## config.mk

```make
export PLATFORM = sky130hd
export DESIGN_NAME = ring_divider_flat
export DESIGN_NICKNAME = d
export VERILOG_FILES = /design/src/rtl/ring_divider_if.sv /design/src/rtl/ring_divider.sv /design/src/flat_wrapper.sv
export SDC_FILE = /design/constraint.sdc
export NUM_CORES = 1
export LEC_CHECK = 0
export ABC_AREA = 0
export BUFFER_PORTS_ARGS = -buffer_cell sky130_fd_sc_hd__buf_2
export CAP_MARGIN = 20
export CORE_MARGIN = 2
export CORE_UTILIZATION = 46
export DETAILED_ROUTE_END_ITERATION = 12
export PLACE_DENSITY = 0.75
export SLEW_MARGIN = 10
export SYNTH_ARGS = -nofsm -noshare
export SYNTH_HDL_FRONTEND = slang
export SYNTH_SLANG_ARGS = --single-unit
```

## constraint.sdc

```tcl
create_clock -name clk -period 1.6 [get_ports clk]
set_input_delay 0.32 -clock clk [delete_from_list [all_inputs] [get_ports clk]]
set_output_delay 0.32 -clock clk [all_outputs]
set_load 0.005 [all_outputs]
```

## src/rtl/ring_divider_if.sv

```systemverilog
// Tile pin bundle for ring_divider: enable, dedicated inputs and the
// bidirectional pin group. The design drives the outputs; the environment drives the inputs.
interface ring_divider_if;
    logic       ena;
    logic [7:0] ui_in;
    logic [7:0] uio_in;
    logic [7:0] uo_out;
    logic [7:0] uio_out;
    logic [7:0] uio_oe;

    modport master (
        output ena, ui_in, uio_in,
        input  uo_out, uio_out, uio_oe
    );

    modport slave (
        input  ena, ui_in, uio_in,
        output uo_out, uio_out, uio_oe
    );
endinterface

```

## src/rtl/ring_divider.sv

```systemverilog
// Programmable divider: prescaler ticks toggle a 50% clock and step a 4-bit Johnson ring.
// Optional macro RING_DIVIDER_CLR_EN adds a synchronous clear on uio_in[0].
module ring_divider #(
    parameter int EDGE_CNT_W = 8
) (
    input  logic           clk,
    input  logic           rst,
    ring_divider_if.slave  bus
);

    logic [7:0]            cnt_q, cnt_d;
    logic [7:0]            d_q, d_d;
    logic                  div_q, div_d;
    logic [3:0]            ring_q, ring_d;
    logic                  tick_q, tick_d;
    logic [EDGE_CNT_W-1:0] edge_q, edge_d;
    logic                  run_q, run_d;
    logic [7:0]            edge_ext;

`ifdef RING_DIVIDER_CLR_EN
    logic       clr;
    logic [6:0] unused_uio;
    assign clr        = bus.uio_in[0];
    assign unused_uio = bus.uio_in[7:1];
`else
    logic [7:0] unused_uio;
    assign unused_uio = bus.uio_in;
`endif

    always_comb begin
        cnt_d  = cnt_q;
        d_d    = d_q;
        div_d  = div_q;
        ring_d = ring_q;
        tick_d = 1'b0;
        edge_d = edge_q;
        run_d  = bus.ena;
        if (bus.ena) begin
            // D is sampled only at a tick, so a new divide value never cuts an interval short.
            if (cnt_q == d_q) begin
                cnt_d  = 8'd0;
                d_d    = bus.ui_in;
                div_d  = ~div_q;
                ring_d = {ring_q[2:0], ~ring_q[3]};
                tick_d = 1'b1;
                if (!div_q) begin
                    edge_d = edge_q + EDGE_CNT_W'(1);
                end
            end else begin
                cnt_d = cnt_q + 8'd1;
            end
        end
`ifdef RING_DIVIDER_CLR_EN
        if (clr) begin
            cnt_d  = 8'd0;
            d_d    = 8'd0;
            div_d  = 1'b0;
            ring_d = 4'd0;
            tick_d = 1'b0;
            edge_d = '0;
        end
`endif
    end

    always_ff @(posedge clk or posedge rst) begin
        if (rst) begin
            cnt_q  <= 8'd0;
            d_q    <= 8'd0;
            div_q  <= 1'b0;
            ring_q <= 4'd0;
            tick_q <= 1'b0;
            edge_q <= '0;
            run_q  <= 1'b0;
        end else begin
            cnt_q  <= cnt_d;
            d_q    <= d_d;
            div_q  <= div_d;
            ring_q <= ring_d;
            tick_q <= tick_d;
            edge_q <= edge_d;
            run_q  <= run_d;
        end
    end

    always_comb begin
        edge_ext                   = 8'd0;
        edge_ext[EDGE_CNT_W-1:0]   = edge_q;
    end

    assign bus.uo_out  = {run_q, ring_q[3], ring_q, tick_q, div_q};
    assign bus.uio_out = edge_ext;
    assign bus.uio_oe  = 8'hFF;

endmodule

```

## src/flat_wrapper.sv

```systemverilog
// flat-port wrapper written by rule: the top's interface ports become plain ports
module ring_divider_flat 
#(
    parameter int EDGE_CNT_W = 8
)
  (clk, rst, bus_ena, bus_ui_in, bus_uio_in, bus_uo_out, bus_uio_out, bus_uio_oe);
  ring_divider_if bus_i ();
  input  logic clk;
  input  logic rst;
  input wire logic [$bits(bus_i.ena)-1:0] bus_ena;
  input wire logic [$bits(bus_i.ui_in)-1:0] bus_ui_in;
  input wire logic [$bits(bus_i.uio_in)-1:0] bus_uio_in;
  output wire logic [$bits(bus_i.uo_out)-1:0] bus_uo_out;
  output wire logic [$bits(bus_i.uio_out)-1:0] bus_uio_out;
  output wire logic [$bits(bus_i.uio_oe)-1:0] bus_uio_oe;
  assign bus_i.ena = bus_ena;
  assign bus_i.ui_in = bus_ui_in;
  assign bus_i.uio_in = bus_uio_in;
  assign bus_uo_out = bus_i.uo_out;
  assign bus_uio_out = bus_i.uio_out;
  assign bus_uio_oe = bus_i.uio_oe;
  ring_divider #(.EDGE_CNT_W(EDGE_CNT_W)) u_core (.clk(clk), .rst(rst), .bus(bus_i));
endmodule
```

==> metrics.csv <==
metric;value;unit
Filler Cell Count;274;
met1 wire length;1.19;mm
Design Area, Final;0.00185;mm²
DR WL/cell;11.8;µm
initial core utilization;49.0;%
Yosys top cell by area;dfrtp_1;
share of the synthesized area in the top cell type;51.5;%
Max IR drop VDD;0.000582;V
# diodes;0;
fraction of layout cells with a size suffix above 1;32.1;%
largest net degree at the start of global routing;32;
worst path required time;1850;ps
NumNets Final;211;
Setup CP Type;flop to flop;
vias in the first global route;1139;
core footprint;0.00308;mm²
initial antenna violation count;0;
Setup WS post-layout;-168;ps
WL met3;142;µm
skew final;12.9;ps
MaxCap Viol Count;0;
IO Count;43;
Post-synth top flop;dfrtp_1;
Mapped Avg Cell Area;10.2;µm²
Util after Layout;60.2;%
pwr dens;1130;mW/mm²
Global Route Usage Sum;17.9;%
die span in x;61.3;µm
routed via count;1106;
DR vias/cell;4.73;
DP Area;0.00173;mm²
final setup violation count;23;
asr flop ratio synth;100;%
post-synth cell types;29;
clk sink count;31;
Std-Cell Rows;20;
fin crit share;110;%
Pleak;1.06;nW
PortBufs;26;
P&R area growth vs syn;22.9;%
iteration-0 DRC count of the detailed router;31;
die height;61.3;µm
mapped cell area;0.00151;mm²
number of synthesized flops with an enable pin;0;
Detail Route Antenna Nets;0;
Routability Congestion;0.842;
Critical Path Source Type;flop;
Gate Count Post-Synth;148;
CTS root buffer;clkbuf_4;
sequential area share after synthesis;51.5;%
first-pass GRT wire length;4.82;mm
Skew-Pair Late Insertion Delay;330;ps
min-delay worst type;primary input to asynchronous set/reset pin;
number of synthesis warnings;0;
failing checks;setup timing;
Final min period;1770;ps
CP Capture Type;flop;
total die area;0.00375;mm²
RSZ-0062 raised after global routing;true;
flops & latches, synth;31;
Clock Path Buffers;2;
Slew Limit Fails;0;
final WL;2.77;mm
Synth area leaders;dfrtp_1, nand2_1, xor2_1;
H-tree levels;2;
Max Fclk;0.566;GHz
met2 WL;1.38;mm
top-count cell post-synth;nand2_1;
status;finished, violations left;
DRT Pass-1 Iters;3;
total CTS buffers;5;
CP arrival;2020;ps
clock-pin transition on the worst setup and hold timing paths;100;ps
TritonCTS clock tree;built;
post-route DRC violation count;0;
Power Total;0.00209;W
Overflow after GRT;0;
Top Layer Used;met4;
final hold slack;49.0;ps
cts hold-fix bufs;0;
DP HPWL;2.00;mm
commonest cells in the netlist;nand2_1, dfrtp_1, xor2_1, buf_4, nor2_1;
Max FO, Critical Path;6;
final hold viol count;0;
## state kept, by name, indices dropped and copies added (netlist names)
name                flops
u_core.d_q              8
u_core.cnt_q            8
u_core.div_q            1
u_core.run_q            1
u_core.bus.uio_out      8
u_core.ring_q           4
u_core.tick_q           1
## area by class of cell
class | instances | area, µm² | area share [%]
clock buffers | 6 | 51.3 | 2.77
clock inverters | 1 | 5.00 | 0.270
inverters | 4 | 15.0 | 0.810
multi-input cells | 104 | 662 | 35.7
flip-flops and latches | 31 | 776 | 41.9
well taps | 44 | 55.1 | 2.97
repair buffers | 44 | 289 | 15.6
## cell families (layout without fill, tap and decap cells)
family	Yosys count	count (layout)	share of synthesized area, %
simple gates	64	64	21.6
compound gates	8	8	3.32
flops	31	31	51.5
fa+ha+maj	2	2	1.66
other cells	1	8	0.249
buf+inv	20	55	8.55
xor+xnor	19	19	11.0
mux	3	3	2.16
## where the power goes
part / switching, W / internal (W)
Combinational: 0.000267 / 0.000304
Sequential: 0.000134 / 0.000921
Clock: 0.000258 / 0.000203
## critical path, stage by stage, from the launching register on
cell     delay [ps]
dfrtp_1         400
xor2_1          170
nor4_2          380
nand3_2         180
buf_6           180
nor4b_4         210
xor2_1          190
## final timing paths
check | from | endpoint | slack [ps] | cells after the start
max | u_core.d_q[4]$_DFFE_PP0P_ | u_core.bus.uio_out[6]$_DFFE_PP0P_ | -170 | 6
min | rst | u_core.bus.uio_out[7]$_DFFE_PP0P_ | 50 | 3
max reg2reg | u_core.d_q[4]$_DFFE_PP0P_ | u_core.bus.uio_out[6]$_DFFE_PP0P_ | -170 | 6
min reg2reg | u_core.bus.uio_out[7]$_DFFE_PP0P_ | u_core.bus.uio_out[7]$_DFFE_PP0P_ | 460 | 1
max in group asynchronous | rst | u_core.d_q[2]$_DFFE_PP0P_ | 1260 | 3
min in group clk | bus_ui_in[1] | u_core.d_q[1]$_DFFE_PP0P_ | 190 | 3
## timing repair
item	4_1_cts	5_1_grt
pin swaps	8	2
endpoints found under the setup margin	25	30
hold endpoints to repair	0	0
buffers inserted	3	1
gates resized for setup	7	2
## cell usage in the layout (no fill, tap or decap)
| cell | count |
|---|---|
| clkinv_2 | 1 |
| xor2_1 | 13 |
| buf_2 | 26 |
| nand4_1 | 4 |
| o2bb2ai_1 | 2 |
| nor3b_1 | 2 |
| buf_12 | 1 |
| o21ai_0 | 3 |
| o22ai_1 | 2 |
| dfrtp_1 | 31 |
| and3_1 | 2 |
| nand3_2 | 1 |
| xnor2_1 | 5 |
| buf_6 | 3 |
| nor2_2 | 1 |
| a21oi_1 | 1 |
| nand2_1 | 36 |
| mux2_2 | 2 |
| ha_1 | 2 |
| inv_1 | 4 |
| buf_4 | 14 |
| nand4b_1 | 1 |
| clkbuf_8 | 1 |
| clkbuf_4 | 5 |
| nor3_4 | 2 |
| and2_1 | 1 |
| nand3_1 | 1 |
| conb_1 | 8 |
| nand2b_1 | 3 |
| nor4_2 | 2 |
| nor4b_4 | 1 |
| xor2_2 | 1 |
| mux2i_1 | 1 |
| nor2_1 | 7 |
## per-stage QoR
stage                     worst slack (ps)  TNS [ps]  cells
final                                 -168     -2330    234
after CTS                             -185     -3120    233
after detailed placement              -186     -2450    223
after global routing                  -285     -5120    234
after global placement                -124     -1770    223
after floorplan                       3.54         0    155
## per-layer routing
layer | global-route usage (%) | vias up
li1 | - | 545
met1 | 22.0 | 520
met5 | 0 | -
met2 | 27.5 | 33
met3 | 6.30 | 8
met4 | 9.63 | 0
(Power assumes the default switching activity.)
